File: src/rtl/apb_master_bridge.sv
// APB3 requester: turns a valid/ready command stream into single APB transfers
// and returns one response per command. Handles unlimited PREADY wait states,
// aborts hung transfers after TIMEOUT_CYCLES, rejects unaligned addresses.
module apb_master_bridge #(
  parameter int unsigned PADDR_SIZE     = 32,
  parameter int unsigned PDATA_SIZE     = 32,
  parameter int unsigned TIMEOUT_CYCLES = 16
) (
  input  logic                  PCLK,
  input  logic                  PRESET,
  // command stream
  input  logic                  cmd_valid,
  output logic                  cmd_ready,
  input  logic                  cmd_write,
  input  logic [PADDR_SIZE-1:0] cmd_addr,
  input  logic [PDATA_SIZE-1:0] cmd_wdata,
  // response stream
  output logic                  rsp_valid,
  input  logic                  rsp_ready,
  output logic [PDATA_SIZE-1:0] rsp_rdata,
  output logic                  rsp_err,
  // APB requester side
  output logic                  PSEL,
  output logic                  PENABLE,
  output logic                  PWRITE,
  output logic [PADDR_SIZE-1:0] PADDR,
  output logic [PDATA_SIZE-1:0] PWDATA,
  input  logic [PDATA_SIZE-1:0] PRDATA,
  input  logic                  PREADY
);

  // TIMEOUT_CYCLES == 0 still needs a 1-bit counter
  localparam int unsigned CntW = (TIMEOUT_CYCLES == 0) ? 1 : $clog2(TIMEOUT_CYCLES + 1);
  localparam logic [CntW-1:0] CntMax     = '1;
  localparam logic [CntW-1:0] TimeoutVal = CntW'(TIMEOUT_CYCLES);

  typedef enum logic [1:0] {StIdle, StSetup, StAccess, StResp} state_e;

  state_e                state_q, state_d;
  logic [PADDR_SIZE-1:0] paddr_q, paddr_d;
  logic                  pwrite_q, pwrite_d;
  logic [PDATA_SIZE-1:0] pwdata_q, pwdata_d;
  logic [PDATA_SIZE-1:0] rdata_q, rdata_d;
  logic                  err_q, err_d;
  logic [CntW-1:0]       cnt_q, cnt_d;
  logic [CntW-1:0]       cnt_inc;

  // Next-state logic: sequencing, address/data capture, timeout and response
  always_comb begin
    state_d  = state_q;
    paddr_d  = paddr_q;
    pwrite_d = pwrite_q;
    pwdata_d = pwdata_q;
    rdata_d  = rdata_q;
    err_d    = err_q;
    cnt_d    = cnt_q;
    cnt_inc  = (cnt_q == CntMax) ? cnt_q : cnt_q + 1'b1;

    case (state_q)
      StIdle: begin
        if (cmd_valid) begin
          if (cmd_addr[1:0] != 2'b00) begin
            // Unaligned: answer with an error, never touch the bus
            rdata_d = '0;
            err_d   = 1'b1;
            state_d = StResp;
          end else begin
            paddr_d  = cmd_addr;
            pwrite_d = cmd_write;
            pwdata_d = cmd_wdata;
            state_d  = StSetup;
          end
        end
      end
      StSetup: begin
        cnt_d   = '0;
        state_d = StAccess;
      end
      StAccess: begin
        // PREADY takes priority over an expiring timeout
        if (PREADY) begin
          rdata_d = pwrite_q ? '0 : PRDATA;
          err_d   = 1'b0;
          state_d = StResp;
        end else begin
          cnt_d = cnt_inc;
          if ((TIMEOUT_CYCLES != 0) && (cnt_inc == TimeoutVal)) begin
            rdata_d = '0;
            err_d   = 1'b1;
            state_d = StResp;
          end
        end
      end
      StResp: begin
        if (rsp_ready) state_d = StIdle;
      end
      default: state_d = StIdle;
    endcase
  end

  // State and datapath registers with synchronous reset
  always_ff @(posedge PCLK) begin
    if (PRESET) begin
      state_q  <= StIdle;
      paddr_q  <= '0;
      pwrite_q <= 1'b0;
      pwdata_q <= '0;
      rdata_q  <= '0;
      err_q    <= 1'b0;
      cnt_q    <= '0;
    end else begin
      state_q  <= state_d;
      paddr_q  <= paddr_d;
      pwrite_q <= pwrite_d;
      pwdata_q <= pwdata_d;
      rdata_q  <= rdata_d;
      err_q    <= err_d;
      cnt_q    <= cnt_d;
    end
  end

  // Outputs decoded from the registered state
  always_comb begin
    cmd_ready = (state_q == StIdle) && !PRESET;
    PSEL      = (state_q == StSetup) || (state_q == StAccess);
    PENABLE   = (state_q == StAccess);
    rsp_valid = (state_q == StResp);
    PADDR     = paddr_q;
    PWRITE    = pwrite_q;
    PWDATA    = pwdata_q;
    rsp_rdata = rdata_q;
    rsp_err   = err_q;
  end

endmodule

File: config.mk
export PLATFORM = sky130hd
export DESIGN_NAME = apb_master_bridge
export DESIGN_NICKNAME = d
export VERILOG_FILES = /design/src/rtl/apb_master_bridge.sv
export SDC_FILE = /design/constraint.sdc
export NUM_CORES = 1
export LEC_CHECK = 0
export CORE_MARGIN = 3
export CORE_UTILIZATION = 50
export DETAILED_ROUTE_END_ITERATION = 8
export DONT_BUFFER_PORTS = 1
export PLACE_DENSITY_LB_ADDON = 0.15
export SYNTH_ARGS = -nofsm -noshare
export SYNTH_HDL_FRONTEND = slang
export SYNTH_SLANG_ARGS = --single-unit
File: constraint.sdc
create_clock -name PCLK -period 3.2 [get_ports PCLK]
set_input_delay 0.32 -clock PCLK [delete_from_list [all_inputs] [get_ports PCLK]]
set_output_delay 0.32 -clock PCLK [all_outputs]
set_load 0.01 [all_outputs]
==> Flow_metrics.wiki, run 1 <==
{| class="wikitable"
! Metric !! Value
|-
| Class of the worst hold path || in2reg
|-
| Register bit total from synthesis || 105
|-
| Total congestion overflow after global routing || 0
|-
| Routed wire length || 9210 um
|-
| Multiplexer area fraction after synthesis || 0.556%
|-
| Antenna violations before repair || 0
|-
| Die Span X || 93.4 um
|-
| Run status || completed
|-
| R2R setup slack || 0.92 ns
|-
| Maximum operating frequency || 438 MHz
|-
| Share of synthesized area occupied by flip-flops and latches || 55.0%
|-
| Post-Synthesis Cells || 422
|-
| Avg WL per Cell || 18.1 um
|-
| Total CTS buffers || 9
|-
| Area of placed instances || 3860 sq um
|-
| Critical path buffers and inverters || 0
|-
| Count of unique library cells instantiated by Yosys || 35
|-
| Routability cong. || 0.791
|-
| Wire length of the first global-routing pass || 13,600 um
|-
| Final number of max-transition violations || 0
|-
| Starting DRT DRC Count || 179
|-
| Post-route core utilization || 55.6%
|-
| Type of origin of the critical path || flip-flop
|-
| Area grow syn2layout || 6.55%
|-
| Crit path max-delay family || compound AO/OA/AOI/OAI gates
|-
| Final-report setup violation count || 0
|-
| Count of cells resized by post-cts repair || 0
|-
| Chain of cells forming the critical path || ha_1 -> and3_4 -> and3b_1 -> o211a_1 -> o21bai_4 -> a32o_2
|-
| Main flop type after synthesis || sky130_fd_sc_hd__dfxtp_1
|-
| Final clock skew || 0.0111 ns
|-
| Number of iterations in the first detailed-routing pass || 4
|-
| Actual transition at the worst max-transition pin || 0.948 ns
|-
| GRT Util Overall || 19.9%
|-
| Final HPWL DP || 6310 um
|-
| Post-synthesis xor/xnor area fraction || 0%
|-
| H-tree level count || 3
|-
| Syn Std Cell Area || 3820 sq um
|-
| Max_cap viols || 0
|-
| Post-route standard cell area excluding fillers || 4070 sq um
|-
| Asr flop ratio synth || 0%
|-
| Total via count in the routed design || 2,910
|-
| Crit-path slowest cell || sky130_fd_sc_hd__o21bai_4
|-
| # DRC || 0
|-
| Clk buf depth || 2
|-
| Mapped Avg Cell Area || 9.06 sq um
|-
| Number of antenna repair diodes || 0
|-
| Ratio of total power to cell area || 695 nW/um^2
|-
| Unrepaired setup endpoints after global routing || no
|-
| Maximum vdd ir drop || 0.330 mV
|-
| CP Data Required Time || 3.50 ns
|-
| Top-Level Pins || 204
|-
| Crit path kind || reg2reg
|-
| Starting utilization of the core area || 52.1%
|-
| Cell leakage power || 1.58 nW
|-
| Clock-pin slew on the worst setup and hold paths || 0.09 ns
|-
| Fraction of final layout cells with drive strength greater than 1 || 13.4%
|-
| Vias in the first global route || 2,704
|-
| Die area || 8730 sq um
|-
| Post-detailed-route count of antenna-violating nets || 0
|-
| Final worst path period share || 71.3%
|-
| Insertion delay to the later sink of the worst-skew pair || 0.36 ns
|-
| Clock sink count || 105
|-
| Minimum clock period || 2.28 ns
|-
| Simple logic cell fraction of the synthesized area || 17.5%
|-
| Maximum number of pins on one net before global-route repair || 75
|-
| Headroom to the max-slew limit || 36.4%
|-
| Chip height || 93.4 um
|-
| CP max FO || 33
|-
| Post-synth net total || 529
|-
| Largest stage delay on the critical path || 0.65 ns
|-
| WP data arrival || 2.58 ns
|-
| Yosys warning total || 0
|-
| Filler cell count in the final layout || 664
|-
| Count of standard-cell rows || 31
|-
| Core ar. || 7330 sq um
|-
| Pre-CTS worst setup slack || 0.939 ns
|-
| Synth Area in Adders || 1.64%
|-
| Net count of the finished layout || 513
|-
| Type of element capturing the critical path || flip-flop
|-
| Via count normalized by instance count || 5.71
|-
| Post-Route Hold Slack || 0.0301 ns
|-
| Fin Setup TNS || 0 ns
|-
| Number of flops mapped to enable cells by yosys || 0
|-
| Main combinational cell family by area after synthesis || compound AO/OA/AOI/OAI gates
|-
| Port buffer count || 0
|-
| Clk root buf || sky130_fd_sc_hd__clkbuf_8
|-
| Final hold violation count || 0
|-
| TritonCTS clock tree || yes
|-
| Min setup slack post-route || 0.918 ns
|-
| Synthesized-area fraction occupied by ao, oa, aoi and oai cells || 20.9%
|}
placed cells by master (no fill, tap or decap), types with 2 or more instances in the layout:
cell,count
sky130_fd_sc_hd__a32o_1,6
sky130_fd_sc_hd__nand2_1,131
sky130_fd_sc_hd__ha_1,5
sky130_fd_sc_hd__nor2_1,7
sky130_fd_sc_hd__o21ai_0,2
sky130_fd_sc_hd__nand3_1,5
sky130_fd_sc_hd__dfxtp_1,105
sky130_fd_sc_hd__nand2b_1,4
sky130_fd_sc_hd__inv_1,5
sky130_fd_sc_hd__a21oi_1,69
sky130_fd_sc_hd__clkinv_2,3
sky130_fd_sc_hd__and3_1,3
sky130_fd_sc_hd__a32o_2,26
sky130_fd_sc_hd__clkbuf_8,11
sky130_fd_sc_hd__buf_4,3
sky130_fd_sc_hd__or2_2,2
metal layers:
metal | up-vias | GRT usage, % | share of wire, % | routed length, um
met4 | 0 | 7.57 | 1.0 | 93
met5 | - | 0 | 0 | 0
met3 | 8 | 9.01 | 11 | 967
met2 | 120 | 33.3 | 51 | 4710
met1 | 1365 | 22.1 | 37 | 3430
li1 | 1417 | - | - | -
logic make-up (layout without fill, tap and decap cells):
family	Yosys count	count (layout)
compound gates	112	112
buf+inv	38	27
mux	2	2
fa+ha+maj	5	5
flops	105	105
simple gates	160	160
state kept, by name, indices dropped and copies added (netlist names):
name,flops
PADDR,32
state_q,2
rsp_err,1
PWDATA,32
rsp_rdata,32
PWRITE,1
cnt_q,5
stage by stage:
stage | instances | power, mW
final | 510 | 2.83
after global routing | 510 | 2.97
after CTS | 509 | 2.85
after detailed placement | 493 | 2.02
after global placement | 493 | 2.01
after floorplan | 422 | 1.97
area by class of cell:
| class | instances | area, sq um | share of cell area [%] |
|---|---|---|---|
| Clock inverter | 5 | 53.8 | 1.32 |
| Clock buffer | 11 | 151 | 3.72 |
| Inverter | 6 | 22.5 | 0.553 |
| Multi-Input combinational cell | 279 | 1570 | 38.5 |
| Tap cell | 99 | 124 | 3.04 |
| Sequential cell | 105 | 2100 | 51.6 |
| Timing Repair Buffer | 5 | 52.6 | 1.29 |
final timing paths:
kind                           startpoint                   endpoint  depth (start not counted)
hold / removal                     PRESET    PWDATA[26]$_SDFFE_PP0P_                          1
setup reg to reg    cnt_q[0]$_SDFFE_PP0P_  rsp_rdata[9]$_SDFFE_PP0P_                          6
hold reg to reg   PWDATA[19]$_SDFFE_PP0P_    PWDATA[19]$_SDFFE_PP0P_                          2
setup / recovery    cnt_q[0]$_SDFFE_PP0P_  rsp_rdata[9]$_SDFFE_PP0P_                          6
where the power goes:
group	switching (mW)	leakage (nW)	total, mW	internal [mW]
logic	0.322	0.623	0.479	0.157
registers	0.108	0.850	1.51	1.40
clock network	0.436	0.109	0.839	0.402
total	0.866	1.58	2.83	1.96
cells in the mapped netlist (all sizes together), types with 2 or more instances:
cell	n	area, sq um
dfxtp	105	2100
buf	5	43.8
a32o	32	353
a21oi	69	345
and3	5	36.3
nand2b	4	25.0
nor2	7	26.3
o21ai	2	10.0
a211oi	2	20.0
ha	5	62.6
nand3	6	30.0
nand2	131	492
inv	5	18.8
clkbuf	27	103
or2	2	12.5
worst register-to-register path, delay by kind of cell, from the launching register on:
kind | cells | cell delay (ns)
adders and majority gates | 1 | 0.29
AOI/OAI and AO/OA | 3 | 1.21
and+or+nand+nor | 2 | 0.38
DFF | 1 | 0.35
repair_timing:
action / in CTS / in global routing
endpoints found under the setup margin: 0 / 0
buffers inserted: 0 / 0
hold buffers: 0 / 1
hold endpoints to repair: 0 / 5
(Power assumes the default switching activity.)
==> run 2: changes to the inputs <==
clock period = 2 ns   (was 3.2 ns; I/O delays follow)
==> Flow_metrics.wiki, run 2 (synthesized netlist as in run 1, its figures left out) <==
{| class="wikitable"
! Metric !! Value
|-
| Reg-to-reg endpoint || rsp_rdata[14]$_SDFFE_PP0P_ (was rsp_rdata[9]$_SDFFE_PP0P_)
|-
| Ratio of total power to cell area || 916 nW/um^2 (was 695 nW/um^2)
|-
| Maximum vdd ir drop || 0.507 mV (was 0.330 mV)
|-
| Clk buf depth || 2 (unchanged)
|-
| # DRC || 0 (unchanged)
|-
| Chain of cells forming the critical path || ha_4 -> or2_2 -> a21oi_1 -> o211a_1 -> o21bai_4 -> buf_12 -> a32o_2 (was ha_1 -> and3_4 -> and3b_1 -> o211a_1 -> o21bai_4 -> a32o_2)
|-
| Final number of max-transition violations || 0 (unchanged)
|-
| Antenna violations before repair || 0 (unchanged)
|-
| Type of element capturing the critical path || flip-flop (unchanged)
|-
| Final HPWL DP || 6300 um (was 6310 um)
|-
| TritonCTS clock tree || yes (unchanged)
|-
| Filler cell count in the final layout || 554 (was 664)
|-
| Insertion delay to the later sink of the worst-skew pair || 0.35 ns (was 0.36 ns)
|-
| Area grow syn2layout || 33.3% (was 6.55%)
|-
| Post-detailed-route count of antenna-violating nets || 0 (unchanged)
|-
| Fraction of final layout cells with drive strength greater than 1 || 12.4% (was 13.4%)
|-
| Number of iterations in the first detailed-routing pass || 4 (unchanged)
|-
| Die area || 8730 sq um (unchanged)
|-
| CP max FO || 33 (unchanged)
|-
| Clock-pin slew on the worst setup and hold paths || 0.09 ns (about the same)
|-
| Critical path buffers and inverters || 1 (was 0)
|-
| Clk root buf || sky130_fd_sc_hd__clkbuf_8 (unchanged)
|-
| Count of standard-cell rows || 31 (unchanged)
|-
| GRT Util Overall || 24.5% (was 19.9%)
|-
| Total congestion overflow after global routing || 0 (unchanged)
|-
| Met3 wire length || 903 um (was 967 um)
|-
| Post-route core utilization || 69.5% (was 55.6%)
|-
| Die Span X || 93.4 um (unchanged)
|-
| H-tree level count || 3 (unchanged)
|-
| Via count normalized by instance count || 5.49 (was 5.71)
|-
| Hold EP || state_q[1]$_SDFFE_PP0P_ (was PWDATA[26]$_SDFFE_PP0P_)
|-
| Chip height || 93.4 um (unchanged)
|-
| Class of the worst hold path || in2reg (unchanged)
|-
| Actual transition at the worst max-transition pin || 0.363 ns (was 0.948 ns)
|-
| Total CTS buffers || 9 (unchanged)
|-
| Most common cell after layout, fill and taps aside || sky130_fd_sc_hd__nand2_1 (unchanged)
|-
| Startpoint of the most critical register-to-register path || cnt_q[0]$_SDFFE_PP0P_ (unchanged)
|-
| Minimum clock period || 1.85 ns (was 2.28 ns)
|-
| Core ar. || 7330 sq um (unchanged)
|-
| Maximum number of pins on one net before global-route repair || 70 (was 75)
|-
| Power share of the sequential group || 52.0% (was 53.4%)
|-
| Final clock skew || 0.00811 ns (was 0.0111 ns)
|-
| Net count of the finished layout || 612 (was 513)
|-
| Headroom to the max-slew limit || 75.8% (was 36.4%)
|-
| Wire length of the first global-routing pass || 17,000 um (was 13,600 um)
|-
| Hold Startpoint || PRESET (unchanged)
|-
| Number of antenna repair diodes || 0 (unchanged)
|-
| Starting DRT DRC Count || 119 (was 179)
|-
| Port buffer count || 0 (unchanged)
|-
| Final hold violation count || 0 (unchanged)
|-
| Maximum operating frequency || 541 MHz (was 438 MHz)
|-
| Final worst path period share || 92.4% (was 71.3%)
|-
| Total setup buffers inserted after CTS || 0 (unchanged)
|-
| Fin Setup TNS || 0 ns (unchanged)
|-
| Total via count in the routed design || 3,336 (was 2,910)
|-
| Worst hold stages || 2 (was 1)
|-
| Type of origin of the critical path || flip-flop (unchanged)
|-
| Reported net switching power || 1.47 mW (was 0.866 mW)
|-
| WP data arrival || 2.10 ns (was 2.58 ns)
|-
| Post-layout total power || 4.67 mW (was 2.83 mW)
|-
| Met1 wire length || 4140 um (was 3430 um)
|-
| Part of the total power dissipated in combinational logic || 23.1% (was 16.9%)
|-
| Top-Level Pins || 204 (unchanged)
|-
| Commonest non-fill, non-tap cells in the layout || 131 x sky130_fd_sc_hd__nand2_1, 103 x sky130_fd_sc_hd__dfxtp_1, 95 x sky130_fd_sc_hd__dlygate4sd3_1 (was 131 x sky130_fd_sc_hd__nand2_1, 105 x sky130_fd_sc_hd__dfxtp_1, 69 x sky130_fd_sc_hd__a21oi_1)
|-
| Avg WL per Cell || 17.9 um (was 18.1 um)
|-
| Clock sink count || 105 (unchanged)
|-
| Crit path max-delay family || compound AO/OA/AOI/OAI gates (unchanged)
|-
| Final-report setup violation count || 0 (unchanged)
|-
| Crit path kind || reg2reg (unchanged)
|-
| Routed length on met2 || 5590 um (was 4710 um)
|-
| Internal power component || 3.19 mW (was 1.96 mW)
|-
| Top layer reached by signal wires || met4 (unchanged)
|-
| Crit-path slowest cell || sky130_fd_sc_hd__dfxtp_2 (was sky130_fd_sc_hd__o21bai_4)
|-
| Proportion of total power due to net switching || 31.6% (was 30.6%)
|-
| Number of cells on the worst reg-to-reg path || 7 (was 6)
|-
| CP Data Required Time || 2.25 ns (was 3.50 ns)
|-
| Vias in the first global route || 3,380 (was 2,704)
|-
| Routability cong. || 0.839 (was 0.791)
|-
| Max_cap viols || 0 (unchanged)
|-
| Largest stage delay on the critical path || 0.36 ns (was 0.65 ns)
|-
| Clock share of power || 24.9% (was 29.6%)
|-
| R2R setup slack || 0.15 ns (was 0.92 ns)
|-
| Routed wire length || 10,900 um (was 9210 um)
|-
| Starting utilization of the core area || 52.1% (unchanged)
|-
| Cell leakage power || 2.00 nW (was 1.58 nW)
|-
| Unrepaired setup endpoints after global routing || no (unchanged)
|-
| Run status || completed (unchanged)
|}
[run 2: changes by cell type in the layout (fill, tap and decap cells not counted), sizes merged]
cell         previous run  this run
clkinvlp                0         1
buf                     4         9
clkbuf                 11        10
inv                     5         6
bufinv                  1         0
clkinv                  5         4
dlygate4sd3             1        95
[run 2: power by group through the flow]
stage	registers, mW	logic [mW]	clock network, mW
after floorplan	2.43	0.721	0
after global placement	2.47	0.850	0
after detailed placement	2.47	0.864	0
after CTS	2.42	1.06	1.20
after global routing	2.44	1.18	1.28
final	2.43	1.08	1.16
[run 2: what timing repair did]
action	CTS	global route
resized for setup	1	4
setup endpoints to repair	1	35
hold endpoints to repair	101	0
hold buffers	96	0
[run 2: area by class of cell]
type	instances	area [sq um]	share of cell area (%)
clock inverter	5	31.3	0.614
clock buffer	10	138	2.70
tap	99	124	2.43
multi-input combinational	279	1590	31.1
timing repair buffer	104	1090	21.4
sequential	105	2100	41.3
inverter	6	22.5	0.442
[run 2: metal layers]
layer  GRT usage [%]  up-vias
met4            9.28        0
met2            42.4      135
met1            27.6     1564
li1                -     1614
met5               0        -
met3            8.69       23
[run 2: stage by stage]
step / instances / instance area, sq um / setup slack, ns / hold slack, ns
after floorplan: 422 / 3820 / 0.143 / 0.326
after global placement: 497 / 3930 / 0.0700 / 0.275
after detailed placement: 497 / 3930 / 0.00876 / 0.277
after CTS: 608 / 5080 / 0.0164 / 0.0704
after global routing: 608 / 5090 / 0.0591 / 0.0817
final: 608 / 5090 / 0.152 / 0.0783
[run 2: worst max path at each step]
stage	startpoint	endpoint	slack [ns]	cells after the start
after floorplan	cnt_q[0]$_SDFFE_PP0P_	state_q[1]$_SDFFE_PP0P_	0.14	6
after global placement	cnt_q[0]$_SDFFE_PP0P_	state_q[1]$_SDFFE_PP0P_	0.07	6
after detailed placement	cnt_q[0]$_SDFFE_PP0P_	state_q[1]$_SDFFE_PP0P_	0.009	6
after CTS	cnt_q[1]$_SDFFE_PP0P_	rsp_rdata[3]$_SDFFE_PP0P_	0.02	7
after global routing	cnt_q[1]$_SDFFE_PP0P_	rsp_rdata[8]$_SDFFE_PP0P_	0.06	7
final	cnt_q[0]$_SDFFE_PP0P_	rsp_rdata[14]$_SDFFE_PP0P_	0.15	7
==> RTL change (config.mk and constraints of run 2) <==
The parameter `PDATA_SIZE` goes from 32 to 16.
--- a/src/rtl/apb_master_bridge.sv
+++ b/src/rtl/apb_master_bridge.sv
@@ -5,3 +5,3 @@
   parameter int unsigned PADDR_SIZE     = 32,
-  parameter int unsigned PDATA_SIZE     = 32,
+  parameter int unsigned PDATA_SIZE     = 16,
   parameter int unsigned TIMEOUT_CYCLES = 16
Ports: changed (resized PRDATA, PWDATA, cmd_wdata and rsp_rdata); port bits go from 204 to 140. No check against the original RTL was run, so the function may have changed too.
==> RTL change against run 2 <==
- sequential cell count decreased by 32
- die area fell by 24%
- design area shrank 25%
- power down 20%
- combinational power down 29%
- setup slack lost 0.068 ns
- routed wire length is 29% lower
- synthesized area is 26% lower
==> RTL change: results (changes against run 2) <==
vias per cell=5.32 (-3.1%); Commonest cells post-synth=nand2_1, dfxtp_1, a21oi_1; worst setup slack after placement=0.0470 ns (+0.0382 ns); met3 layer wire length in the routed design=676 um (-25%); post-cts gate resize count=0 (-1); adder-cell share of the synthesized area=2.20% (+0.57 points); data arrival time of the worst path=2.17 ns (+0.07 ns); met1 WL=3120 um (-25%); Skew-Pair Late Insertion Delay=0.34 ns; crit path max fanout=4 (-88%); vias in the first global route=2379 (-30%); global-route track usage on met3=7.43% (-1.3 points); part of the power in registers=44.5% (-7.5 points); Layout Area Growth over Synthesis=34.4%; top area cells in the synthesized netlist=dfxtp_1, nand2_1, a21oi_1; combined global-route utilization of all metal layers=22.7% (-1.8 points); DR WL met2=3760 um (-33%); sequential element share of the synthesized area=51.5% (-3.5 points); weighted congestion reported at the end of routability-driven placement=0.837 (-0.27%); initial drt markers=130 (+9.2%); wire length of the first global-routing pass=11500 um (-33%); fraction of synthesized area in multiplexers=0.352% (-0.20 points); Max stage delay cell, worst path=or4_1; actual slew at the worst max-slew pin=0.386 ns (+0.0229 ns); nets in the synthesized netlist=426 (-19%); maximum clock skew at final layout=0.00613 ns (-0.00197 ns); Fillers=387 (-30%); clock network power share=35.1% (+10 points); clk sink count=73 (-30%); run status=finished, final reports clean; WL per Instance=15.9 um (-11%); Cell Pwr Density=982 nW/um2 (+7.1%); worst vdd ir=575 uV (+13%); pin count of the biggest net entering global routing=57 (-19%); leakage power=1.35 nW (-32%); hold buffer count at cts=59 (-39%); Finished Layout Cells=484 (-20%); fraction of layout instances using a drive strength above 1=8.45% (-3.9 points); global routing met2 resource utilization=36.6% (-5.8 points); Post-Synthesis Mean Instance Area=8.09 um2 (-11%); switching share of power=29.1% (-2.5 points)
## RTL change: area by class of cell
class,instances,area share (%)
Clock buffer,12,4.06
Clock inverter,4,1.97
Inverter,5,0.491
Multi-Input combinational cell,250,34.0
Sequential cell,73,38.3
Tap cell,70,2.29
Timing Repair Buffer,70,18.9
## RTL change: worst max-delay path: cells and delay by family, from the launching register on
family	cells	cell delay (ns)
AO/OA/AOI/OAI	3	0.46
buffers and inverters	1	0.12
adder cells (fa/ha/maj)	1	0.20
AND/OR/NAND/NOR	2	0.72
flip-flops	1	0.34
## RTL change: worst paths after layout
check	startpoint	to	slack, ns	depth (start not counted)
worst min-delay path	PRDATA[8]	rsp_rdata[8]	0.02	2
worst max-delay path	cnt_q[0]	state_q[1]	0.08	7
worst min register to register	PADDR[23]	PADDR[23]	0.50	2
worst max register to register	cnt_q[0]	state_q[1]	0.08	7
